File: src/rtl/exec_unit.sv
// Accumulator execute stage paired with an external fetch unit.
// Two-word jumps are resolved by a small EXEC/TARGET/SKIP/HALT FSM.
module exec_unit #(
    parameter int OUT_W = 8
) (
    input  logic             clk,
    input  logic             rst,
    input  logic             en,
    input  logic [15:0]      opcode,
    output logic             BR,
    output logic [15:0]      acc,
    output logic             zf,
    output logic             cf,
    output logic [OUT_W-1:0] io_out,
    output logic             io_valid,
    output logic             halted
);

    localparam logic [1:0] S_EXEC   = 2'd0;
    localparam logic [1:0] S_TARGET = 2'd1;
    localparam logic [1:0] S_SKIP   = 2'd2;
    localparam logic [1:0] S_HALT   = 2'd3;

    localparam logic [3:0] OP_LDI  = 4'h1;
    localparam logic [3:0] OP_ADDI = 4'h2;
    localparam logic [3:0] OP_SUBI = 4'h3;
    localparam logic [3:0] OP_ANDI = 4'h4;
    localparam logic [3:0] OP_ST   = 4'h5;
    localparam logic [3:0] OP_LD   = 4'h6;
    localparam logic [3:0] OP_ADD  = 4'h7;
    localparam logic [3:0] OP_JMP  = 4'h8;
    localparam logic [3:0] OP_JZ   = 4'h9;
    localparam logic [3:0] OP_JNZ  = 4'hA;
    localparam logic [3:0] OP_OUT  = 4'hB;
    localparam logic [3:0] OP_HALT = 4'hF;

    logic [1:0]  state;
    logic [1:0]  state_n;
    logic [15:0] rf [4];
    logic [3:0]  op;
    logic [15:0] imm;
    logic [1:0]  r;
    logic [15:0] acc_n;
    logic        zf_n;
    logic        cf_n;
    logic        upd_z;
    logic        rf_we;
    logic        out_we;
    logic        io_valid_q;
    logic [16:0] sum_imm;
    logic [16:0] sum_reg;
    logic [16:0] diff_imm;
    logic        unused_bits;

    assign op  = opcode[15:12];
    assign imm = {8'd0, opcode[7:0]};
    assign r   = opcode[1:0];

    assign unused_bits = &{1'b0, opcode[11:8]};

    // Bit 16 carries the carry-out for sums and the borrow for the difference.
    assign sum_imm  = {1'b0, acc} + {1'b0, imm};
    assign sum_reg  = {1'b0, acc} + {1'b0, rf[r]};
    assign diff_imm = {1'b0, acc} - {1'b0, imm};

    assign BR       = en && !rst && (state == S_TARGET);
    assign io_valid = io_valid_q && en;
    assign halted   = (state == S_HALT);

    always_comb begin
        state_n = state;
        acc_n   = acc;
        zf_n    = zf;
        cf_n    = cf;
        upd_z   = 1'b0;
        rf_we   = 1'b0;
        out_we  = 1'b0;
        unique case (1'b1)
            (state == S_EXEC): begin
                case (op)
                    OP_LDI: begin
                        acc_n = imm;
                        upd_z = 1'b1;
                    end
                    OP_ADDI: begin
                        {cf_n, acc_n} = sum_imm;
                        upd_z = 1'b1;
                    end
                    OP_SUBI: begin
                        {cf_n, acc_n} = diff_imm;
                        upd_z = 1'b1;
                    end
                    OP_ANDI: begin
                        acc_n = acc & imm;
                        upd_z = 1'b1;
                    end
                    OP_ST: rf_we = 1'b1;
                    OP_LD: begin
                        acc_n = rf[r];
                        upd_z = 1'b1;
                    end
                    OP_ADD: begin
                        {cf_n, acc_n} = sum_reg;
                        upd_z = 1'b1;
                    end
                    OP_JMP:  state_n = S_TARGET;
                    OP_JZ:   state_n = zf ? S_TARGET : S_SKIP;
                    OP_JNZ:  state_n = zf ? S_SKIP : S_TARGET;
                    OP_OUT:  out_we  = 1'b1;
                    OP_HALT: state_n = S_HALT;
                    default: ;
                endcase
                if (upd_z) zf_n = (acc_n == 16'd0);
            end
            (state == S_TARGET),
            (state == S_SKIP): state_n = S_EXEC;
            default: ;
        endcase
    end

    always_ff @(posedge clk) begin
        if (rst) begin
            state      <= S_EXEC;
            acc        <= '0;
            zf         <= 1'b1;
            cf         <= 1'b0;
            io_out     <= '0;
            io_valid_q <= 1'b0;
            for (int i = 0; i < 4; i++) rf[i] <= '0;
        end else if (en) begin
            state      <= state_n;
            acc        <= acc_n;
            zf         <= zf_n;
            cf         <= cf_n;
            io_valid_q <= out_we;
            if (rf_we) rf[r] <= acc;
            if (out_we) io_out <= acc[OUT_W-1:0];
        end else begin
            io_valid_q <= 1'b0;
        end
    end

endmodule

File: config.mk
export PLATFORM = sky130hd
export DESIGN_NAME = exec_unit
export DESIGN_NICKNAME = d
export VERILOG_FILES = /design/src/rtl/exec_unit.sv
export SDC_FILE = /design/constraint.sdc
export NUM_CORES = 1
export LEC_CHECK = 0
export CAP_MARGIN = 25
export CORE_AREA = 5 5 134 136
export CTS_CLUSTER_DIAMETER = 30
export DETAILED_ROUTE_END_ITERATION = 10
export DIE_AREA = 0 0 139 141
export PLACE_DENSITY = 0.57
export REMOVE_ABC_BUFFERS = 1
export SLEW_MARGIN = 5
export SYNTH_ARGS = -nofsm -noshare
export SYNTH_HDL_FRONTEND = slang
export SYNTH_SLANG_ARGS = --single-unit
File: constraint.sdc
create_clock -name clk -period 4.05 [get_ports clk]
set_input_delay 0.81 -clock clk [delete_from_list [all_inputs] [get_ports clk]]
set_output_delay 0.81 -clock clk [all_outputs]
set_load 0.005 [all_outputs]
==> impl_metrics.tcl <==
set metrics [dict create \
    fin_nets 895 \
    crit_path_max_incr_delay_ns 0.50 \
    min_from "io_out[0]" \
    ant_nets 0 \
    ys_top_cells_by_count "and2_1 (71), nor2_1 (65), edfxtp_1 (64)" \
    cts-root-buf "clkbuf_16" \
    overflow 0 \
    syn_inst 677 \
    clock-skew-final_ns 0.00831 \
    fin_crit_ns 3.98 \
    status "completed" \
    synth_edf_count 64 \
    fillers 1536 \
    wl_per_cell_um 19.6 \
    seqCellArea_um2 2500 \
    num_vias 5919 \
    fin_crit_sh_pct 98.2 \
    crit_top_cell "or4_1" \
    dr.pass1.iters 5 \
    layout-drive-gt1-share_pct 27.8 \
    crit_chain "clkdlybuf4s50_1 > buf_12 > clkinvlp_4 > ha_4 > nor2b_1 > o31a_1 > o311a_4 > or4_1 > o21a_1 > a211oi_2 > nand4_1 > or4_1 > o21ai_1" \
    core_region_area_um2 16800 \
    ir_drop_uv 207 \
    ys_seq_area_share_pct 38.2 \
    yosys_warnings 0 \
    instances_no_fill 1068 \
    hold_violations 0 \
    critPathLaunchType "input port" \
    cts.sinks 93 \
    setup_violations 0 \
    worst_slack_ns 0.0713 \
    place_inst 1035 \
    path_max_fanout 7 \
    synthFlopType "edfxtp_1" \
    htreeDepth 3 \
    cp_top_family "compound AO/OA/AOI/OAI gates" \
    synth_most_common_cell "and2_1" \
    dp_slack_ns -0.620 \
    cp.arrival_ns 4.25 \
    synthTopCellsByArea "edfxtp_1 (29%), dfxtp_1 (8.9%), and2_1 (6.8%), ha_1 (6.7%), mux4_2 (5.5%)" \
    start_util_pct 38.9 \
    endpoint_kind "flop" \
    hold_slack_ns 0.503 \
    vias_per_cell 5.54 \
    cts_buffers 9 \
    diodes 0 \
    reg2reg_to "zf" \
    synth_cell_types 76 \
    hold_class "flop to flop" \
    drtIter0Drc 460 \
    dieArea_um2 19600 \
    tightest_slew_ns 0.797 \
    drv_cap 0 \
    reg2reg_from "acc[0]" \
    crit_slowest_cell "clkdlybuf4s50_1" \
    worstSetupPathDepth 13 \
    synth_top_area_cell "edfxtp_1" \
    fmax_mhz 251 \
    antenna_found_initial 0 \
    hold_depth 2 \
    dieHeight_um 141 \
    synth_top_area_share_pct 29.3 \
    post-route-util_pct 52.4 \
    io_buffers 43 \
    clk_pin_slew_ns 0.07 \
    grt_max_degree 23 \
    rrSetupSlack_ns 0.55 \
    grt_pass1_vias 5866 \
    required_ns 4.32 \
    power.leakage_nw 3.46 \
    die_x_um 139 \
    hold-path-endpoint "io_out[0]" \
    criticalPathCategory "input port to flop" \
    insertion_delay_ns 0.35 \
    worstRegToRegCells 14 \
    grt_first_pass_wirelength_mm 32.3 \
    cts_tree "built" \
    finalWirelength_mm 20.9 \
    areaGrowthSynthToFinish_pct 34.4 \
    max-slew-margin-rel_pct 46.1 \
    io-pin-count 48 \
    grtUsageTotal_pct 20.9 \
    rows 48 \
    synth_seq_cells 93 \
    avgSynthCellArea_um2 9.67 \
    dp_hpwl_mm 15.3 \
    synth_area_um2 6550 \
    power_mw 2.63 \
    drcViolationCount 0 \
    place_congestion 0.912 \
    async_flop_share_pct 0 \
    multi_input_area_um2 4030 \
    slew_viol_final 0 \
    power.density_nw_per_um2 299 \
    clockBufferDepth 2 \
    crit_buf_inv 3 \
]
-- state kept, by name, summed over array words and instances, names as in the netlist --
signal	cells
rf	64
zf	1
state	2
acc	16
io_valid_q	1
cf	1
io_out	8
-- cell type report --
type / count / area share (%)
Clock buffer: 12 / 2.80
Clock inverter: 4 / 0.341
Inverter: 27 / 1.19
Multi-Input combinational cell: 513 / 45.8
Sequential cell: 93 / 28.4
Tap cell: 225 / 3.20
Timing Repair Buffer: 194 / 18.3
-- power breakdown --
| group | total, mW | internal [mW] | leakage, nW | switching (mW) |
|---|---|---|---|---|
| Sequential | 1.08 | 1.05 | 0.897 | 0.0346 |
| Clock | 0.818 | 0.438 | 0.134 | 0.381 |
| Combinational | 0.732 | 0.358 | 2.43 | 0.374 |
-- worst register-to-register path: stages, from the launching register on --
cell	delay, ns
dfxtp_1	0.43
inv_1	0.14
ha_1	0.24
inv_1	0.09
fa_2	0.40
a211oi_2	0.19
buf_4	0.15
nor2_1	0.05
o31a_1	0.27
a221o_1	0.37
a221oi_2	0.25
and2_1	0.17
nand4_1	0.11
or4_1	0.42
o21ai_1	0.14
-- worst max-delay path by stage --
stage	from	to
global placement	opcode[0]	zf
global route	opcode[1]	zf
floorplan	opcode[0]	zf
CTS	opcode[1]	zf
detailed placement	opcode[0]	zf
finish	opcode[1]	zf
-- cells in the final DEF (no fill, tap or decap), types with 9 or more instances in the layout --
master           synthesis  final
buf_4                    2    146
and2_1                  71     71
nor2_1                  65     64
edfxtp_1                64     64
clkdlybuf4s50_1          0     42
nand2_1                 38     38
dfxtp_1                 29     29
a21oi_1                 30     27
ha_1                    35     27
inv_1                   26     25
mux2i_1                 17     17
mux4_2                  16     16
o21ai_0                 19     16
a211oi_1                19     16
nor3_1                  14     13
xnor2_1                 12     12
o21ai_1                 11     11
nand2b_1                10     10
nor2b_1                 11     10
clkbuf_16                0      9
-- repair_timing --
item | 4_1_cts | 5_1_grt
hold buffers | 0 | 0
buffers inserted | 6 | 11
pin swaps | 7 | 12
endpoints found under the setup margin | 3 | 1
gates resized for setup | 29 | 26
-- cell families after synthesis --
kind of cell               synth area share, %
DFF                                       38.2
AOI/OAI and AO/OA                         17.3
muxes                                     8.27
xor gates and xnor gates                  2.41
buffers and inverters                     4.38
adders and majority gates                 7.60
and+or+nand+nor                           21.8
-- per-layer routing --
layer	up-vias	part of all wire [%]	track usage, %
li1	2834	-	-
met1	2899	43	27.4
met2	164	51	36.5
met3	22	3.6	1.93
met4	0	2.0	6.90
met5	-	0	0
-- stage by stage --
stage / setup TNS [ns] / instance area (um^2)
global placement: -2.08 / 8130
CTS: 0 / 8590
finish: 0 / 8800
floorplan: 0 / 6360
detailed placement: -2.65 / 8130
global route: -0.0155 / 8800
(Power assumes the default switching activity.)
